==> src/rtl/rr_grant_rotl_num_vc.sv <==
// Registered round-robin VC grant with a valid/ack handshake and a rotating priority pointer.
// Optional macro RR_NUM_VC_GRANT_LOCK_EN adds grant_lock to hold a grant across acks.

module rr_grant_rotl_num_vc_tap #(
  parameter int NUM_VC  = 4,
  parameter int bits_VC = 2,
  parameter int LANE    = 0
) (
  input  logic [NUM_VC-1:0]  request,
  input  logic [bits_VC-1:0] ptr,
  output logic               rot_bit
);
  localparam logic [bits_VC:0] NVC = (bits_VC+1)'(NUM_VC);

  logic [bits_VC:0] src;

  // Lane LANE of the right-rotated vector comes from request[(LANE + ptr) mod NUM_VC].
  always_comb begin
    src = (bits_VC+1)'(LANE) + {1'b0, ptr};
    if (src >= NVC) src = src - NVC;
    rot_bit = 1'b0;
    for (int j = 0; j < NUM_VC; j++)
      if (src == (bits_VC+1)'(j)) rot_bit = request[j];
  end
endmodule

module rr_grant_rotl_num_vc #(
  parameter int NUM_VC = 4,
  parameter int NUM_VN = 3,
  localparam int bits_VC = (NUM_VC > 1) ? $clog2(NUM_VC) : 1
) (
  input  logic               clk,
  input  logic               rst_p,
  input  logic [NUM_VC-1:0]  request,
  input  logic               grant_ack,
`ifdef RR_NUM_VC_GRANT_LOCK_EN
  input  logic               grant_lock,
`endif
  output logic [NUM_VC-1:0]  grant,
  output logic               grant_valid,
  output logic [bits_VC-1:0] grant_idx,
  output logic [bits_VC-1:0] ptr
);
  localparam logic [bits_VC:0] NVC = (bits_VC+1)'(NUM_VC);

  if (NUM_VC < 1 || NUM_VN < 1) begin : g_param_err
    $error("rr_grant_rotl_num_vc: NUM_VC and NUM_VN must be >= 1");
  end

  typedef enum logic [0:0] {IDLE = 1'b0, GRANTED = 1'b1} state_t;

  state_t               state_q, state_d;
  logic [NUM_VC-1:0]    grant_q, grant_d, win_grant, rot;
  logic [bits_VC-1:0]   idx_q, idx_d, ptr_q, ptr_d, win, real_idx, ptr_inc;
  logic [bits_VC:0]     real_sum;
  logic                 held, lock;

`ifdef RR_NUM_VC_GRANT_LOCK_EN
  assign lock = grant_lock;
`else
  assign lock = 1'b0;
`endif

  for (genvar i = 0; i < NUM_VC; i++) begin : g_lane
    rr_grant_rotl_num_vc_tap #(.NUM_VC(NUM_VC), .bits_VC(bits_VC), .LANE(i)) u_tap (
      .request (request),
      .ptr     (ptr_q),
      .rot_bit (rot[i])
    );
  end

  // Lowest set bit of the rotated vector is the winner relative to ptr.
  always_comb begin
    win = '0;
    for (int i = NUM_VC-1; i >= 0; i--)
      if (rot[i]) win = bits_VC'(i);
  end

  // Rotating onehot(win) left by ptr lands on (win + ptr) mod NUM_VC.
  always_comb begin
    real_sum = {1'b0, win} + {1'b0, ptr_q};
    if (real_sum >= NVC) real_sum = real_sum - NVC;
    real_idx = real_sum[bits_VC-1:0];
    for (int j = 0; j < NUM_VC; j++)
      win_grant[j] = (real_idx == bits_VC'(j));
  end

  assign ptr_inc = (idx_q == bits_VC'(NUM_VC-1)) ? '0 : idx_q + bits_VC'(1);
  // grant_q is one-hot on the held VC, so this is request[grant_idx].
  assign held    = |(request & grant_q);

  always_comb begin
    state_d = state_q;
    grant_d = grant_q;
    idx_d   = idx_q;
    ptr_d   = ptr_q;
    case (state_q)
      IDLE: begin
        if (|request) begin
          grant_d = win_grant;
          idx_d   = real_idx;
          state_d = GRANTED;
        end
      end
      GRANTED: begin
        if (grant_ack && !lock) begin
          ptr_d   = ptr_inc;
          grant_d = '0;
          idx_d   = '0;
          state_d = IDLE;
        end else if (!held) begin
          grant_d = '0;
          idx_d   = '0;
          state_d = IDLE;
        end
      end
      default: begin
        grant_d = '0;
        idx_d   = '0;
        state_d = IDLE;
      end
    endcase
  end

  always_ff @(posedge clk or posedge rst_p) begin
    if (rst_p) begin
      state_q <= IDLE;
      grant_q <= '0;
      idx_q   <= '0;
      ptr_q   <= '0;
    end else begin
      state_q <= state_d;
      grant_q <= grant_d;
      idx_q   <= idx_d;
      ptr_q   <= ptr_d;
    end
  end

  assign grant       = grant_q;
  assign grant_valid = (state_q == GRANTED);
  assign grant_idx   = idx_q;
  assign ptr         = ptr_q;
endmodule
==> config.mk <==
export PLATFORM = sky130hd
export DESIGN_NAME = rr_grant_rotl_num_vc
export DESIGN_NICKNAME = d
export VERILOG_FILES = /design/src/rtl/rr_grant_rotl_num_vc.sv
export SDC_FILE = /design/constraint.sdc
export NUM_CORES = 1
export LEC_CHECK = 0
export ABC_AREA = 1
export ABC_CLOCK_PERIOD_IN_PS = 3500
export CAP_MARGIN = 10
export CORE_MARGIN = 4
export CORE_UTILIZATION = 50
export CTS_CLUSTER_DIAMETER = 80
export DETAILED_ROUTE_END_ITERATION = 7
export PLACE_DENSITY = 0.84
export SLEW_MARGIN = 10
export SYNTH_ARGS = -nofsm -noshare
export SYNTH_HDL_FRONTEND = slang
export SYNTH_SLANG_ARGS = --single-unit
==> constraint.sdc <==
create_clock -name clk -period 3.5 [get_ports clk]
set_input_delay 0.525 -clock clk [delete_from_list [all_inputs] [get_ports clk]]
set_output_delay 0.525 -clock clk [all_outputs]
set_load 0.005 [all_outputs]
==> key figures, run 1 <==
Status
  • Status: finished, final reports clean

Critical path
  • CP Capture Type: register
  • Setup crit start kind: input port
  • Worst-path cell chain: clkdlybuf4s50_1 > inv_1 > nor3_1 > nor2_2 > a21oi_1 > nor2_1 > ha_1 > xor2_1 > inv_1 > nand3_2 > nand2_4 > nand2_1 > nand2_1
  • CP Data Arrival Time: 2390 ps
  • Req. time, crit path: 3650 ps
  • Largest stage delay, worst path: 570 ps
  • Worst-path fanout max: 5
  • Slowest cell on crit path: clkdlybuf4s50_1
  • CP Class: input port to register

Pwr
  • Power Density: roughly 940 nW/um^2
  • P_leak: 0.0004112 uW
  • Max VDD drop: 0.4424 mV
  • Final Total Pwr: 787.1 uW

Global routing
  • Number of global-route vias before repair: about 650
  • Initial antenna violation count: 0
  • First-pass GRT wire length: ~2700 um
  • Grt ovf: 0
  • Largest net degree at the start of global routing: 13
  • Overall routing resource usage: 17.89%

Cells and area
  • Fin util: between 70% and 80%
  • Fillers: 108
  • Layout area overhead: 25.75%
  • Share of cells above drive strength 1: 16.98%
  • Antenna Cells: 0
  • Net count, final: between 100 and 150

Clock tree
  • Post-CTS sizing: 0
  • Worst-path clk slew: 60 ps
  • Quantity of hold-fixing buffers added after cts: 0
  • Max clock buf depth: 2
  • CTS tree: done
  • Root Buffer Master: clkbuf_4
  • Post-CTS Setup Inserts: 0
  • TritonCTS Sinks: 9
  • H-tree Lvls: 1
  • CTS Buf Count: 3
  • Worst skew pair latency: between 200 and 300 ps

Floorplanning
  • Core region area: 1186 um^2
  • Starting Density: 56.12%
  • DIE AREA: slightly below 2000 um^2
  • # IOs: 16
  • Die span in x: 44.49 um
  • Rows: 12
  • Die height: 44.49 um

Detailed routing
  • Initial DRC count: 14
  • Via count: 626
  • DRT antenna net count: 0
  • Avg WL per Cell: between 10 and 15 um
  • Pre-Repair DR Iteration Count: 4
  • Remaining DRCs: 0
  • Via density per instance: 5.217
  • Detailed Route WL: about 1500 um

STA
  • Max-slew violations: 0
  • Rel. slew slack: 69.96%
  • Final hold vios: 0
  • Final worst slack: about 1300 ps
  • Fin Setup TNS: 0 ps
  • Final Setup Violations: 0
  • RSZ-0062 raised after global routing: false
  • Final Cycle Share: 63.99%
  • FMAX: 0.4465 GHz
  • Hold Worst Slack: 511.3 ps
  • Slew @ Worst Pin: 450.6 ps
  • Minimum clock period: 2240 ps
  • Clock skew: 1.229 ps

Synth
  • Most frequent cell after synthesis: nand2_1
  • Distinct cell type count after synthesis: 21
  • Syn Nets: about 100
  • Post-synthesis sequential area ratio: 33.83%
  • Mean post-synth cell area: about 7.5 um^2
  • Post-synthesis cell count: 89
  • Area leader, netlist: dfrtp_1
  • Synthesized cell area: between 600 and 700 um^2
  • FFs w/ async S/R, synth: 100.0%
  • Number of synthesized flops with an enable pin: 0
  • Dominant cells by area after synthesis: dfrtp_1, nand2_1, nand3_1
  • YS warnings: 0
  • Commonest cells in the synthesized netlist: nand2_1, nand3_1, dfrtp_1, inv_1, nor2_1
  • Synth top area share: 33.83%
  • Synth Flop Type: dfrtp_1
  • Seq cells post-synth: 9

Place
  • DP Wirelength: 1125 um
  • Port bufs: 15
  • DP Worst Slack: 992.8 ps
  • GP Congestion: 0.8926

Worst hold path
  • Worst Hold Class: register to register

Job
  • Max Cap Viol: 0
worst max-delay path, delay by kind of cell:
kind	cells	cell delay [ps]
buf+inv	3	740
simple gates	7	620
xor+xnor	1	200
fa+ha+maj	1	180
compound gates	1	120
final timing paths:
kind | startpoint | end | slack, ps | cells after the start
max | request[3] | grant[3] | 1260 | 13
min | grant_idx[1] | grant_idx[1] | 510 | 2
max reg2reg | ptr[0] | grant[3] | 1450 | 12
min reg2reg | grant_idx[1] | grant_idx[1] | 510 | 2
max in group asynchronous | rst_p | ptr[1] | 2730 | 2
min in group asynchronous | rst_p | grant[2] | 520 | 2
per-layer routing:
layer	GRT usage, %	share of wire [%]	wire length, um	vias to the layer above
li1	-	-	-	323
met1	23.15	47	680	288
met2	29.23	49	718	13
met3	2.846	2.8	41	2
met4	7.229	0.76	11	0
met5	0	0	0	-
report_power, final:
part	total [uW]	switching (uW)	internal (uW)
clock	79.7	35.8	43.9
sequential	215	69.4	146
combinational	492	277	215
total	787	382	405
cell usage in the layout (no fill, tap or decap):
| master | instances |
|---|---|
| dfrtp_1 | 9 |
| clkbuf_4 | 3 |
| nand3_2 | 3 |
| inv_4 | 2 |
| a21oi_1 | 2 |
| clkbuf_1 | 1 |
| inv_1 | 8 |
| a22o_1 | 2 |
| nand2_2 | 2 |
| clkdlybuf4s50_1 | 15 |
| o21ai_2 | 1 |
| o21ai_1 | 3 |
| nor3_1 | 1 |
| nor2_2 | 3 |
| nand2_4 | 1 |
| xor2_1 | 1 |
| inv_2 | 1 |
| nand2_1 | 26 |
| nand4_2 | 2 |
| ha_1 | 2 |
| o31ai_1 | 1 |
| nand3_1 | 12 |
| nor2_1 | 5 |
stage by stage:
stage | area (um^2) | cells
2_1_floorplan | 665.6 | 89
4_1_cts | 837.1 | 120
3_5_place_dp | 810.8 | 116
6_report | 837.1 | 120
3_3_place_gp | 810.8 | 116
5_1_grt | 837.1 | 120
cells by family after synthesis:
group                      share of synthesized area (%)
AOI/OAI and AO/OA                                  8.835
xor gates and xnor gates                           1.316
adders and majority gates                          3.759
buffers and inverters                              10.34
DFF                                                33.84
and+or+nand+nor                                    41.92
area by class of cell:
type	count	area [um^2]	share of cell area [%]
clock buffer	4	26.28	3.139
inverter	11	46.29	5.531
multi-input combinational	67	371.6	44.39
sequential	9	225.2	26.91
tap	14	17.52	2.093
timing repair buffer	15	150.1	17.94
sequential cells by signal, summed over array words and instances (netlist names):
register / flops
grant: 4
ptr: 2
grant_idx: 2
grant_valid: 1
Note: power is estimated with default switching activity, not from simulation.
==> inputs of run 2 (changes only) <==
- ABC_CLOCK_PERIOD_IN_PS: 3500 -> 2100
- CORE_UTILIZATION: 50 -> 47
- PLACE_DENSITY: 0.84 -> 0.8
- clock period: 3.5 -> 2.1 ns (I/O delays scaled with it)
==> run 2 against run 1 <==
Effect of this change: worst hold slack lost 200 ps; clock power rose by 64%; sequential power is 61% higher; critical path type is now register to register; utilization rose by 6.4 points; count of clock-buffer cells in the layout is 1 lower; wire length grew 27%; largest cell class unchanged; highest routed layer unchanged; sequential share of layout area decreased by 4.5 points.
==> key figures, run 2 (same netlist as run 1, synthesis figures left out) <==
Status
  • Status: finished, final reports clean

Floorplanning
  • Die span in x: 45.64 um
  • Rows: 13
  • Starting Density: between 50% and 60%
  • Die height: 45.64 um
  • Core region area: 1318 um^2
  • DIE AREA: 2083 um^2
  • # IOs: 16

Critical path
  • Req. time, crit path: 2250 ps
  • Worst R2R Path Depth: 12
  • CP Data Arrival Time: 2090 ps
  • CP Class: register to register
  • Worst-path fanout max: 6
  • Reg2Reg Setup Slack: between 150 and 200 ps
  • CP Capture Type: register
  • Setup crit start kind: register

STA
  • FMAX: 0.5147 GHz
  • Hold Worst Slack: 308.6 ps
  • Slew @ Worst Pin: roughly 410 ps
  • Final Setup Violations: 0
  • Final Cycle Share: 92.52%
  • Minimum clock period: 1943 ps
  • Rel. slew slack: 72.26%
  • Clock skew: 4.910 ps
  • Final hold vios: 0
  • Max-slew violations: 0

Cells and area
  • Net count, final: 135
  • Fillers: 96
  • Commonest non-fill, non-tap cell in the layout: nand2_1
  • Max reg flops: 4
  • Layout area overhead: 52.44%
  • Antenna Cells: 0
  • Non-Filler Instances: 140
  • Share of cells above drive strength 1: 34.40%
  • FF+latch area: 227.7 um^2
  • Most frequent cells in the layout: nand2_1, buf_4, clkdlybuf4s50_1
  • Area of the multi-input gates: 392.9 um^2

Global routing
  • Grt met3 use: 3.953%
  • Busiest grt layer: met2
  • GR Layer Usage met1: 22.14%
  • Overall routing resource usage: 18.88%
  • Largest net degree at the start of global routing: 13
  • First-pass GRT wire length: ~2800 um
  • Number of global-route vias before repair: 643
  • Grt ovf: 0
  • Met2 Usage GRT: 30.92%
  • Initial antenna violation count: 0

Pwr
  • Pint: 875.0 uW
  • Max VDD drop: about 1.0 mV
  • Combinational fraction of design power: 70.4%
  • Sw Share: between 40% and 50%
  • P_leak: 0.0005259 uW
  • Flop pwr share: 21.5%
  • Power Density: 1594 nW/um^2
  • Clock share of power: just over 8%
  • Psw: 742.2 uW

Detailed routing
  • Via count: 726
  • DRT antenna net count: 0
  • Via density per instance: 5.186
  • Detailed Route WL: 1840 um
  • Initial DRC count: 17
  • Remaining DRCs: 0
  • Pre-Repair DR Iteration Count: 4
  • Avg WL per Cell: approximately 13 um

Clock tree
  • CTS tree: done
  • Max clock buf depth: 2
  • Root Buffer Master: clkbuf_4
  • Worst skew pair latency: 260 ps
  • CTS Buf Count: 3
  • TritonCTS Sinks: 9
  • Worst-path clk slew: 60 ps
  • H-tree Lvls: 1

Job
  • Max Cap Viol: 0

Place
  • Cells after DPL: 130
  • GP Congestion: between 0.8 and 0.9
  • Port bufs: 15
  • DP Wirelength: ~1300 um

Worst hold path
  • Worst Hold Class: input port to async pin
run 2: cell count changes in the layout (fill, tap and decap cells not counted), sizes merged:
cell | previous run | this run
dlymetal6s2s | 0 | 2
clkinv | 0 | 1
buf | 0 | 18
clkdlybuf4s50 | 15 | 13
run 2: area by class of cell:
cell class              count  share of cell area [%]
clock buffers               3                   2.219
clock inverters             1                  0.4932
inverters                  11                   4.562
multi-input cells          67                   38.72
flip-flops and latches      9                   22.44
well taps                  15                   1.850
repair buffers             34                   29.72
run 2: metal layers:
layer  vias up  part of all wire (%)
met4         0                   3.4
met3         8                   5.9
met1       328                    41
met5         -                     0
met2        23                    49
li1        367                     -
run 2: path summary, 6_finish.rpt:
| path | startpoint | to |
|---|---|---|
| min in group clk | grant[3] | grant[3] |
| hold reg to reg | grant[3] | grant[3] |
| max in group asynchronous | rst_p | ptr[0] |
| setup / recovery | ptr[1] | grant_idx[1] |
| setup reg to reg | ptr[1] | grant_idx[1] |
| hold / removal | rst_p | grant_idx[1] |
run 2: power groups by stage:
stage	sequential, uW	combinational [uW]	clock (uW)
after detailed placement	366	959	0
after global routing	359	1280	146
after global placement	362	932	0
after floorplan	305	670	0
final	347	1140	131
after CTS	365	968	136
run 2: through the flow:
step	utilization, %	setup TNS, ps	setup slack, ps	cell area [um^2]	total power, uW
2_1_floorplan	-	0	275.8	665.6	975.0
3_3_place_gp	69.04	-506.3	-129.5	909.6	1294
3_5_place_dp	69.04	-620.9	-151.4	909.6	1326
4_1_cts	71.13	0	25.46	937.1	1469
5_1_grt	77.02	-14.94	-14.94	1015	1788
6_report	77.02	0	157.1	1015	1617
run 2: what timing repair did:
item / in CTS / in global routing
gates resized for setup: 0 / 12
endpoints found under the setup margin: 0 / 5
hold buffers: 0 / 0
setup buffers: 0 / 6
run 2: critical path: stages (launching register included):
cell	delay, ps
dfrtp_2	470
clkbuf_4	190
nand3_1	110
nand4_2	130
a21oi_2	140
nor2_1	60
ha_1	210
xor2_2	190
inv_1	70
nand3_2	100
nand2_4	70
nand2_1	60
nand2_1	50
